<file path="src/rtl/tse_pcs_pkg.sv">
// Shared definitions for the TSE SGMII PCS configuration sequencer:
// register map, status bit positions, FSM state type and init-list lookup.
package tse_pcs_pkg;

  localparam logic [4:0] REG_CONTROL       = 5'h00;
  localparam logic [4:0] REG_STATUS        = 5'h01;
  localparam logic [4:0] REG_LINK_TIMER_LO = 5'h12;
  localparam logic [4:0] REG_LINK_TIMER_HI = 5'h13;
  localparam logic [4:0] REG_IF_MODE       = 5'h14;

  localparam int STAT_LINK      = 2;
  localparam int STAT_AN_DONE   = 5;
  localparam int CTRL_RESET_BIT = 15;

  localparam logic [1:0] INIT_LAST = 2'd3;

  typedef enum logic [2:0] {
    ST_INIT_WR   = 3'd0,
    ST_RST_RD    = 3'd1,
    ST_POLL_WAIT = 3'd2,
    ST_POLL_RD   = 3'd3,
    ST_ERROR     = 3'd4
  } seq_state_t;

  typedef struct packed {
    logic [4:0]  addr;
    logic [15:0] data;
  } reg_access_t;

  // Address/data of the idx-th init write; the last one also sets the
  // control soft-reset bit so the PCS restarts with the new settings.
  function automatic reg_access_t init_access(input logic [1:0]  idx,
                                              input logic [20:0] link_timer,
                                              input logic [15:0] if_mode,
                                              input logic [15:0] control);
    reg_access_t acc;
    case (idx)
      2'd0: begin
        acc.addr = REG_LINK_TIMER_LO;
        acc.data = link_timer[15:0];
      end
      2'd1: begin
        acc.addr = REG_LINK_TIMER_HI;
        acc.data = {11'b0, link_timer[20:16]};
      end
      2'd2: begin
        acc.addr = REG_IF_MODE;
        acc.data = if_mode;
      end
      2'd3: begin
        acc.addr = REG_CONTROL;
        acc.data = control | 16'h8000;
      end
      default: begin
        acc.addr = REG_CONTROL;
        acc.data = 16'h0000;
      end
    endcase
    return acc;
  endfunction

endpackage

</file>
<file path="src/rtl/tse_reg_master.sv">
// Single-access master for the PCS register port. Launches one read or
// write per request, holds address/data/strobe stable until the slave
// drops busy, and abandons the access after BUSY_TIMEOUT busy cycles.
module tse_reg_master import tse_pcs_pkg::*; #(
  parameter int BUSY_TIMEOUT = 1023
) (
  input  logic        clk,
  input  logic        rst,
  input  logic        req,
  input  logic        we,
  input  logic [4:0]  addr,
  input  logic [15:0] wdata,
  output logic        done,
  output logic        timeout,
  output logic [15:0] rdata,
  output logic [4:0]  reg_addr,
  output logic [15:0] reg_data,
  output logic        reg_wr,
  output logic        reg_rd,
  input  logic [15:0] reg_rdata,
  input  logic        reg_busy
);

  localparam int              TW     = $clog2(BUSY_TIMEOUT + 1);
  localparam logic [TW-1:0]   TLIMIT = TW'(BUSY_TIMEOUT);
  localparam logic [TW-1:0]   TONE   = TW'(1);

  logic          active;
  logic [TW-1:0] wait_cnt;
  logic [TW-1:0] wait_next;

  // Completion and timeout are decided on the edge that ends a strobe
  // cycle, so both are combinational views of the current strobe cycle.
  assign active    = reg_wr | reg_rd;
  assign wait_next = wait_cnt + TONE;
  assign done      = active & ~reg_busy;
  assign timeout   = active & reg_busy & (wait_next == TLIMIT);
  assign rdata     = reg_rdata;

  // Strobe/address/data launch, hold and release; the idle state after a
  // completion gives the mandatory gap cycle between accesses.
  always_ff @(posedge clk) begin
    if (rst) begin
      reg_wr   <= 1'b0;
      reg_rd   <= 1'b0;
      reg_addr <= 5'h00;
      reg_data <= 16'h0000;
      wait_cnt <= '0;
    end else if (!active) begin
      if (req) begin
        reg_wr   <= we;
        reg_rd   <= ~we;
        reg_addr <= addr;
        reg_data <= wdata;
        wait_cnt <= '0;
      end
    end else if (done || timeout) begin
      reg_wr   <= 1'b0;
      reg_rd   <= 1'b0;
      wait_cnt <= '0;
    end else begin
      wait_cnt <= wait_next;
    end
  end

endmodule

</file>
<file path="src/rtl/tse_pcs_config_sequencer.sv">
// Configures the TSE SGMII PCS after reset (link timer, if_mode, control
// with soft reset + AN enable), waits for the soft reset to self-clear,
// then polls the status register and reports link / AN state.
module tse_pcs_config_sequencer import tse_pcs_pkg::*; #(
  parameter logic [20:0] LINK_TIMER    = 21'd200000,
  parameter logic [15:0] IF_MODE       = 16'h0003,
  parameter logic [15:0] PCS_CONTROL   = 16'h1140,
  parameter int          POLL_INTERVAL = 125000,
  parameter int          BUSY_TIMEOUT  = 1023
) (
  input  logic        i_clock,
  input  logic        i_reset,
  output logic [4:0]  o_reg_addr,
  output logic [15:0] o_reg_data,
  output logic        o_reg_wr,
  output logic        o_reg_rd,
  input  logic [15:0] i_reg_data,
  input  logic        i_reg_busy,
  output logic        o_config_done,
  output logic        o_link_up,
  output logic        o_an_complete,
  output logic        o_error
);

  localparam int            PW    = $clog2(POLL_INTERVAL + 1);
  localparam logic [PW-1:0] PLAST = PW'(POLL_INTERVAL - 1);
  localparam logic [PW-1:0] PONE  = PW'(1);

  seq_state_t    state;
  logic [1:0]    init_idx;
  logic [PW-1:0] poll_cnt;

  reg_access_t   init_acc;
  logic          req;
  logic          we;
  logic [4:0]    addr;
  logic [15:0]   wdata;
  logic          done;
  logic          timeout;
  logic [15:0]   rdata;
  logic          unused_rdata;

  // Bits of the read word the sequencer does not interpret.
  assign unused_rdata = ^{rdata[14:6], rdata[4:3], rdata[1:0]};

  // Request presented to the access master for the current state.
  always_comb begin
    init_acc = init_access(init_idx, LINK_TIMER, IF_MODE, PCS_CONTROL);
    req      = 1'b0;
    we       = 1'b0;
    addr     = REG_CONTROL;
    wdata    = 16'h0000;
    case (state)
      ST_INIT_WR: begin
        req   = 1'b1;
        we    = 1'b1;
        addr  = init_acc.addr;
        wdata = init_acc.data;
      end
      ST_RST_RD: begin
        req  = 1'b1;
        addr = REG_CONTROL;
      end
      ST_POLL_RD: begin
        req  = 1'b1;
        addr = REG_STATUS;
      end
      default: begin
        req = 1'b0;
      end
    endcase
  end

  tse_reg_master #(
    .BUSY_TIMEOUT(BUSY_TIMEOUT)
  ) u_master (
    .clk      (i_clock),
    .rst      (i_reset),
    .req      (req),
    .we       (we),
    .addr     (addr),
    .wdata    (wdata),
    .done     (done),
    .timeout  (timeout),
    .rdata    (rdata),
    .reg_addr (o_reg_addr),
    .reg_data (o_reg_data),
    .reg_wr   (o_reg_wr),
    .reg_rd   (o_reg_rd),
    .reg_rdata(i_reg_data),
    .reg_busy (i_reg_busy)
  );

  // Sequencer FSM: init writes, soft-reset wait, periodic status polling,
  // and a terminal error state entered on any access timeout.
  always_ff @(posedge i_clock) begin
    if (i_reset) begin
      state         <= ST_INIT_WR;
      init_idx      <= 2'd0;
      poll_cnt      <= '0;
      o_config_done <= 1'b0;
      o_link_up     <= 1'b0;
      o_an_complete <= 1'b0;
      o_error       <= 1'b0;
    end else begin
      case (state)
        ST_INIT_WR: begin
          if (timeout) begin
            state   <= ST_ERROR;
            o_error <= 1'b1;
          end else if (done) begin
            if (init_idx == INIT_LAST) begin
              state <= ST_RST_RD;
            end else begin
              init_idx <= init_idx + 2'd1;
            end
          end
        end
        ST_RST_RD: begin
          if (timeout) begin
            state   <= ST_ERROR;
            o_error <= 1'b1;
          end else if (done && !rdata[CTRL_RESET_BIT]) begin
            o_config_done <= 1'b1;
            poll_cnt      <= '0;
            state         <= ST_POLL_WAIT;
          end
        end
        ST_POLL_WAIT: begin
          if (poll_cnt == PLAST) begin
            poll_cnt <= '0;
            state    <= ST_POLL_RD;
          end else begin
            poll_cnt <= poll_cnt + PONE;
          end
        end
        ST_POLL_RD: begin
          if (timeout) begin
            state   <= ST_ERROR;
            o_error <= 1'b1;
          end else if (done) begin
            o_link_up     <= rdata[STAT_LINK];
            o_an_complete <= rdata[STAT_AN_DONE];
            poll_cnt      <= '0;
            state         <= ST_POLL_WAIT;
          end
        end
        ST_ERROR: begin
          o_error <= 1'b1;
        end
        default: begin
          state   <= ST_ERROR;
          o_error <= 1'b1;
        end
      endcase
    end
  end

endmodule

</file>
<file path="config.mk">
export PLATFORM = sky130hd
export DESIGN_NAME = tse_pcs_config_sequencer
export DESIGN_NICKNAME = d
export VERILOG_FILES = /design/src/rtl/tse_pcs_pkg.sv /design/src/rtl/tse_reg_master.sv /design/src/rtl/tse_pcs_config_sequencer.sv
export SDC_FILE = /design/constraint.sdc
export NUM_CORES = 1
export LEC_CHECK = 0
export BUFFER_PORTS_ARGS = -buffer_cell sky130_fd_sc_hd__clkbuf_2
export CAP_MARGIN = 20
export CORE_UTILIZATION = 55
export CTS_CLUSTER_DIAMETER = 40
export DETAILED_ROUTE_END_ITERATION = 10
export PLACE_DENSITY = 0.91
export SLEW_MARGIN = 40
export SYNTH_ARGS = -nofsm -noshare
export SYNTH_HDL_FRONTEND = slang
export SYNTH_SLANG_ARGS = --single-unit
</file>
<file path="constraint.sdc">
create_clock -name i_clock -period 2.91 [get_ports i_clock]
set_clock_uncertainty 0.05 [all_clocks]
set_input_delay 0.1455 -clock i_clock [delete_from_list [all_inputs] [get_ports i_clock]]
set_output_delay 0.1455 -clock i_clock [all_outputs]
set_load 0.02 [all_outputs]
</file>
==> reports/metrics.cfg, run 1 <==
[clock_tree]
clkTransAtPathRegs_ns = 0.09
cts_resized = 0
cts_setup_buffers = 0
htreeDepth = 2
root_buffer = clkbuf_8
hold_buffers = 0
insertion_delay_ns = 0.30
cts_tree = yes
cts_buffer_depth = 2
clock-sinks = 46
cts_buffers = 5

[route]
drc = 0
viasPerCell = 5.82
drt_wl_total_um = 5010
routedWlPerCell_um = 13.1
drt_iter0_drc = 131
dr.pass1.iters = 4
vias = 2225
ant_nets = 0

[global_route]
grt_pass1_wl_um = 8220
grt-ovfl-total = 0
grtUsageMet1 = 0.256
top_usage_layer = met2
grtUsageTotal = 0.210
grt_pass1_vias = 1914
grtUsageMet3 = 0.0436
antenna_found_initial = 0
grt_max_degree = 29
grtUsageMet2 = 0.350

[die]
die_area_um2 = 4830
start_util = 0.576
rows = 24
die_w_um = 69.5
num_io_pins = 46
fp.coreArea_um2 = 4350
die_h_um = 69.5

[layout]
fillers = 345
area_growth_pct = 6.74
drive_gt1_frac = 0.121
final_nets = 356
seq_area_um2 = 921
multi_input_area_um2 = 1420
post-route-util = 0.615
antenna_cells = 0

[worst_setup_path]
crit_buf_inv = 0
crit_start = u_master.wait_cnt[1]$_SDFFE_PP0P_
critPathKind = flip-flop to flip-flop
cp.arrival_ns = 2.65
endpoint_kind = flip-flop
required_ns = 3.06
r2r_end = u_master.wait_cnt[3]$_SDFFE_PP0P_
path_cells = ha_1, nor2b_1, a31oi_1, o32ai_1, a211oi_2, a21o_1, a22o_1
critPathLaunchType = flip-flop
slowest_stage = o32ai_1
r2r_slack_ns = 0.41
cp_slowest_stage_delay_ns = 0.53
ff2ff_path_depth = 7
critPathTopFamily = compound AO/OA/AOI/OAI gates
r2r_start = u_master.wait_cnt[1]$_SDFFE_PP0P_
crit_fanout = 13

[place]
dp_hpwl_um = 3430
io_buffers = 23
place.gp.congestion = 0.814
dp_slack_ns = 0.478

[synth]
synth_area_um2 = 2510
ys_async_sr_fraction = 0
yosys_warnings = 0
syn_inst = 315
synth_ff_type = dfxtp_1
ys_seq_area_frac = 0.367
synth_edf_count = 0
syn_avg_cell_area_um2 = 7.96
synth_cell_types = 52
synth_seq_cells = 46

[sta]
finalSetupTns_ns = 0
fmax_ghz = 0.399
relSlewSlack = 0.462
hold_viol_final = 0
report.final.slew_viol_count = 0
post-route-period-util = 0.860
hold_ws_ns = 0.0357
finalSetupViolations = 0
tightestPinTransition_ns = 0.799
rsz0062_at_grt = false
period_minus_slack_ns = 2.50
fin_ws_ns = 0.406

[power_and_ir_drop]
irDropWorstVdd_v = 0.000533
cellLeakagePower_nw = 1.05
p_per_area_nw_per_um2 = 633
power_mw = 1.69

[min_path]
hp-class = input port to flip-flop
hold_depth = 3
min_to = o_an_complete$_SDFFE_PP0P_
hp-start = i_reg_data[5]

[flow_run]
maxCapViolCount = 0

[status]
status = finished, final reports clean

==> tightest hold or removal path, cell delays in order <==
cell	delay, ns
clkbuf_2	0.07
mux2i_1	0.05
nor2_1	0.08
==> synth_stat cells, drive strengths merged (2+ instances only) <==
cell	number	area share
xnor2	8	0.028
nand4	5	0.012
clkbuf	8	0.012
a221oi	4	0.016
nor2b	5	0.012
nor4	2	0.0050
and3	5	0.012
a31oi	10	0.025
a21oi	29	0.058
or3	2	0.0050
nand3	13	0.031
xor2	6	0.021
nor2	51	0.076
a22oi	2	0.0060
inv	9	0.013
buf	20	0.052
nand2b	3	0.0075
dfxtp	46	0.37
nor3	13	0.026
nor3b	3	0.0090
o21ai	12	0.024
ha	8	0.040
mux2i	6	0.024
nand2	21	0.031
nor4b	2	0.0070
==> power by group <==
part	leakage [nW]	switching, mW	total [mW]	internal [mW]
clock	0.0482	0.213	0.405	0.192
combinational	0.628	0.340	0.526	0.186
sequential	0.372	0.0715	0.763	0.692
==> kinds of logic after synthesis <==
logic type / count (synthesis) / share of synthesized area
fa+ha+maj: 8 / 0.0399
simple gates: 131 / 0.259
mux: 6 / 0.0240
xor+xnor: 14 / 0.0489
buf+inv: 37 / 0.0783
other cells: 1 / 0.00150
compound gates: 72 / 0.181
flops: 46 / 0.367
==> sequential cells by signal, indices dropped and copies added (netlist names) <==
| name | count |
|---|---|
| o_error | 1 |
| o_config_done | 1 |
| poll_cnt | 17 |
| u_master.reg_addr | 4 |
| init_idx | 2 |
| u_master.reg_wr | 1 |
| o_link_up | 1 |
| state | 3 |
| u_master.reg_rd | 1 |
| o_an_complete | 1 |
| u_master.reg_data | 4 |
| u_master.wait_cnt | 10 |
==> through the flow <==
stage,instances,area (µm²)
floorplan,323,2540
global placement,374,2580
detailed placement,374,2580
CTS,382,2680
global route,382,2680
finish,382,2680
==> worst max-delay path by stage <==
stage / endpoint / cells past startpoint / slack [ns]
after floorplan: u_master.wait_cnt[3]$_SDFFE_PP0P_ / 7 / 0.76
after global placement: u_master.wait_cnt[3]$_SDFFE_PP0P_ / 6 / 0.50
after detailed placement: u_master.wait_cnt[3]$_SDFFE_PP0P_ / 6 / 0.48
after CTS: u_master.wait_cnt[3]$_SDFFE_PP0P_ / 7 / 0.43
after global routing: u_master.wait_cnt[3]$_SDFFE_PP0P_ / 7 / 0.14
final: u_master.wait_cnt[3]$_SDFFE_PP0P_ / 7 / 0.41
==> placed cells by master (no fill, tap or decap), types with 2 or more instances in the layout <==
cell      instances
nor2_1           51
dfxtp_1          46
a21oi_1          29
clkbuf_2         23
nand2_1          21
nor3_1           13
o21ai_0          12
nand3_1          12
a31oi_1          10
inv_1             9
conb_1            9
xnor2_1           8
ha_1              8
mux2i_1           6
xor2_1            6
clkbuf_8          6
and3_1            5
nand4_1           5
nor2b_1           5
buf_4             4
a221oi_1          3
nand2b_1          3
nor3b_1           3
or3_1             2
nor4_1            2
a22oi_1           2
nor4b_1           2
==> layout make-up <==
| class | instances | share of cell area |
|---|---|---|
| clock buffers | 7 | 0.0323 |
| well taps | 52 | 0.0243 |
| inverters | 9 | 0.0126 |
| multi-input cells | 240 | 0.531 |
| repair buffers | 27 | 0.0542 |
| clock inverters | 1 | 0.00187 |
| flip-flops and latches | 46 | 0.344 |
==> metal layers <==
layer / routed length [µm] / up-vias
li1: - / 1117
met1: 2300 / 1023
met2: 2350 / 74
met3: 252 / 11
met4: 103 / 0
met5: 0 / -
Power figures use the tool's default switching activity.
==> run 2, diff against run 1 <==
==> constraint.sdc (replaced) <==
create_clock -name i_clock -period 2.91 [get_ports i_clock]
set_clock_uncertainty 0.05 [all_clocks]
set_input_delay 0.582 -clock i_clock [delete_from_list [all_inputs] [get_ports i_clock]]
set_output_delay 0.582 -clock i_clock [all_outputs]
set_load 0.02 [all_outputs]
==> reports/metrics.cfg, run 2 (synthesis gave the netlist of run 1 again) <==
[clock_tree]
insertion_delay_ns = 0.30  ; about the same
cts_tree = yes
hold_buffers = 0  ; unchanged
cts_buffer_depth = 2  ; unchanged
htreeDepth = 2  ; unchanged
clkTransAtPathRegs_ns = 0.09  ; about the same
cts_setup_buffers = 0  ; unchanged
clock-sinks = 46  ; unchanged
root_buffer = clkbuf_8
cts_resized = 0  ; unchanged
cts_buffers = 5  ; unchanged

[power_and_ir_drop]
p_per_area_nw_per_um2 = 622  ; -1.6%
cellLeakagePower_nw = 1.04  ; -0.43%
irDropWorstVdd_v = 0.000719  ; +35%

[worst_setup_path]
crit_fanout = 13  ; unchanged
r2r_end = u_master.wait_cnt[3]$_SDFFE_PP0P_
r2r_slack_ns = 0.40  ; about the same
required_ns = 3.07  ; about the same
endpoint_kind = flip-flop
critPathLaunchType = flip-flop
ff2ff_path_depth = 7  ; unchanged
critPathKind = flip-flop to flip-flop
cp.arrival_ns = 2.67  ; +0.02 ns
r2r_start = u_master.wait_cnt[1]$_SDFFE_PP0P_
crit_start = u_master.wait_cnt[1]$_SDFFE_PP0P_

[route]
ant_nets = 0  ; unchanged
vias = 2211  ; -0.63%
viasPerCell = 5.80  ; -0.37%
drt_iter0_drc = 110  ; -16%
drt_wl_total_um = 4860  ; -2.9%
dr.pass1.iters = 4  ; unchanged
routedWlPerCell_um = 12.8  ; -2.7%
drc = 0  ; unchanged

[layout]
final_common_cell = nor2_1
stdcell_area_um2 = 2660  ; -0.47%
post-route-util = 0.612  ; -0.00287
regMostFlops = poll_cnt
reg_top3 = poll_cnt x17, u_master.wait_cnt x10
largest_register_ffs = 17  ; unchanged
final_nets = 356  ; unchanged
area_growth_pct = 6.24
antenna_cells = 0  ; unchanged
instances_no_fill = 381  ; -0.26%
drive_gt1_frac = 0.122  ; +0.000368
final_cell_mix = nor2_1 (51), dfxtp_1 (46), a21oi_1 (29), clkbuf_2 (23), nand2_1 (21)

[sta]
finalSetupViolations = 0  ; unchanged
post-route-period-util = 0.864  ; +0.00330
report.final.slew_viol_count = 0  ; unchanged
relSlewSlack = 0.453  ; -0.00956
hold_viol_final = 0  ; unchanged
period_minus_slack_ns = 2.51  ; +0.00961 ns
fmax_ghz = 0.398  ; -0.38%
finalSetupTns_ns = 0  ; unchanged
rsz0062_at_grt = false
tightestPinTransition_ns = 0.814  ; +0.0142 ns
hold_ws_ns = 0.434  ; +0.399 ns

[status]
status = finished, final reports clean

[global_route]
grt-ovfl-total = 0  ; unchanged
grt_pass1_vias = 1949  ; +1.8%
antenna_found_initial = 0  ; unchanged
grtUsageTotal = 0.210  ; +0.000668
grt_pass1_wl_um = 8380  ; +1.9%
grt_max_degree = 29  ; unchanged

[place]
io_buffers = 23  ; unchanged
place.gp.congestion = 0.823  ; +1.2%
dp_hpwl_um = 3410  ; -0.45%
dp_cells = 374  ; unchanged
place_area_um2 = 2580  ; unchanged

[die]
die_w_um = 69.5  ; unchanged
die_h_um = 69.5  ; unchanged
die_area_um2 = 4830  ; unchanged
fp.coreArea_um2 = 4350  ; unchanged
rows = 24  ; unchanged
start_util = 0.576  ; unchanged
num_io_pins = 46  ; unchanged

[min_path]
hold_depth = 1  ; -2
min_to = o_error$_SDFFE_PP0P_
hp-class = flip-flop to flip-flop
hp-start = o_error$_SDFFE_PP0P_

[flow_run]
maxCapViolCount = 0  ; unchanged

run 2: cell type report:
class	instances	area [µm²]
clock inverter	2	10.0
sequential	46	921
inverter	9	33.8
fill	358	1690
tap	52	65.1
multi-input combinational	240	1420
timing repair buffer	27	145
clock buffer	5	68.8
run 2: stage by stage:
step | worst slack (ns) | total power [mW]
2_1_floorplan | 0.753 | 1.20
3_3_place_gp | 0.466 | 1.28
3_5_place_dp | 0.438 | 1.30
4_1_cts | 0.432 | 1.66
5_1_grt | 0.210 | 1.77
6_report | 0.397 | 1.66
run 2: layer usage:
metal,global-route usage,up-vias,part of all wire
li1,-,1115,-
met1,0.267,1032,0.46
met2,0.348,57,0.48
met3,0.0523,7,0.042
met4,0.0703,0,0.013
met5,0,-,0
run 2: worst max-delay path by stage:
stage                                   endpoint  slack [ns]  depth (start not counted)
2_1_floorplan          poll_cnt[15]$_SDFFE_PP0P_        0.75                          6
3_3_place_gp           poll_cnt[15]$_SDFFE_PP0P_        0.47                          7
3_5_place_dp           poll_cnt[15]$_SDFFE_PP0P_        0.44                          7
4_1_cts        u_master.wait_cnt[3]$_SDFFE_PP0P_        0.43                          6
5_1_grt        u_master.wait_cnt[7]$_SDFFE_PP0P_        0.21                          6
6_report       u_master.wait_cnt[3]$_SDFFE_PP0P_        0.40                          7
run 2: power by group:
| group | total (mW) | internal, mW | switching [mW] |
|---|---|---|---|
| sequential | 0.763 | 0.692 | 0.0718 |
| clock | 0.373 | 0.162 | 0.212 |
| combinational | 0.521 | 0.186 | 0.335 |
run 2: worst max-delay path: stages (launching register included):
cell	delay, ns
dfxtp_1	0.50
ha_1	0.30
nor2b_1	0.16
a31oi_1	0.09
o32ai_1	0.53
a211oi_2	0.34
a21o_1	0.24
a22o_1	0.21
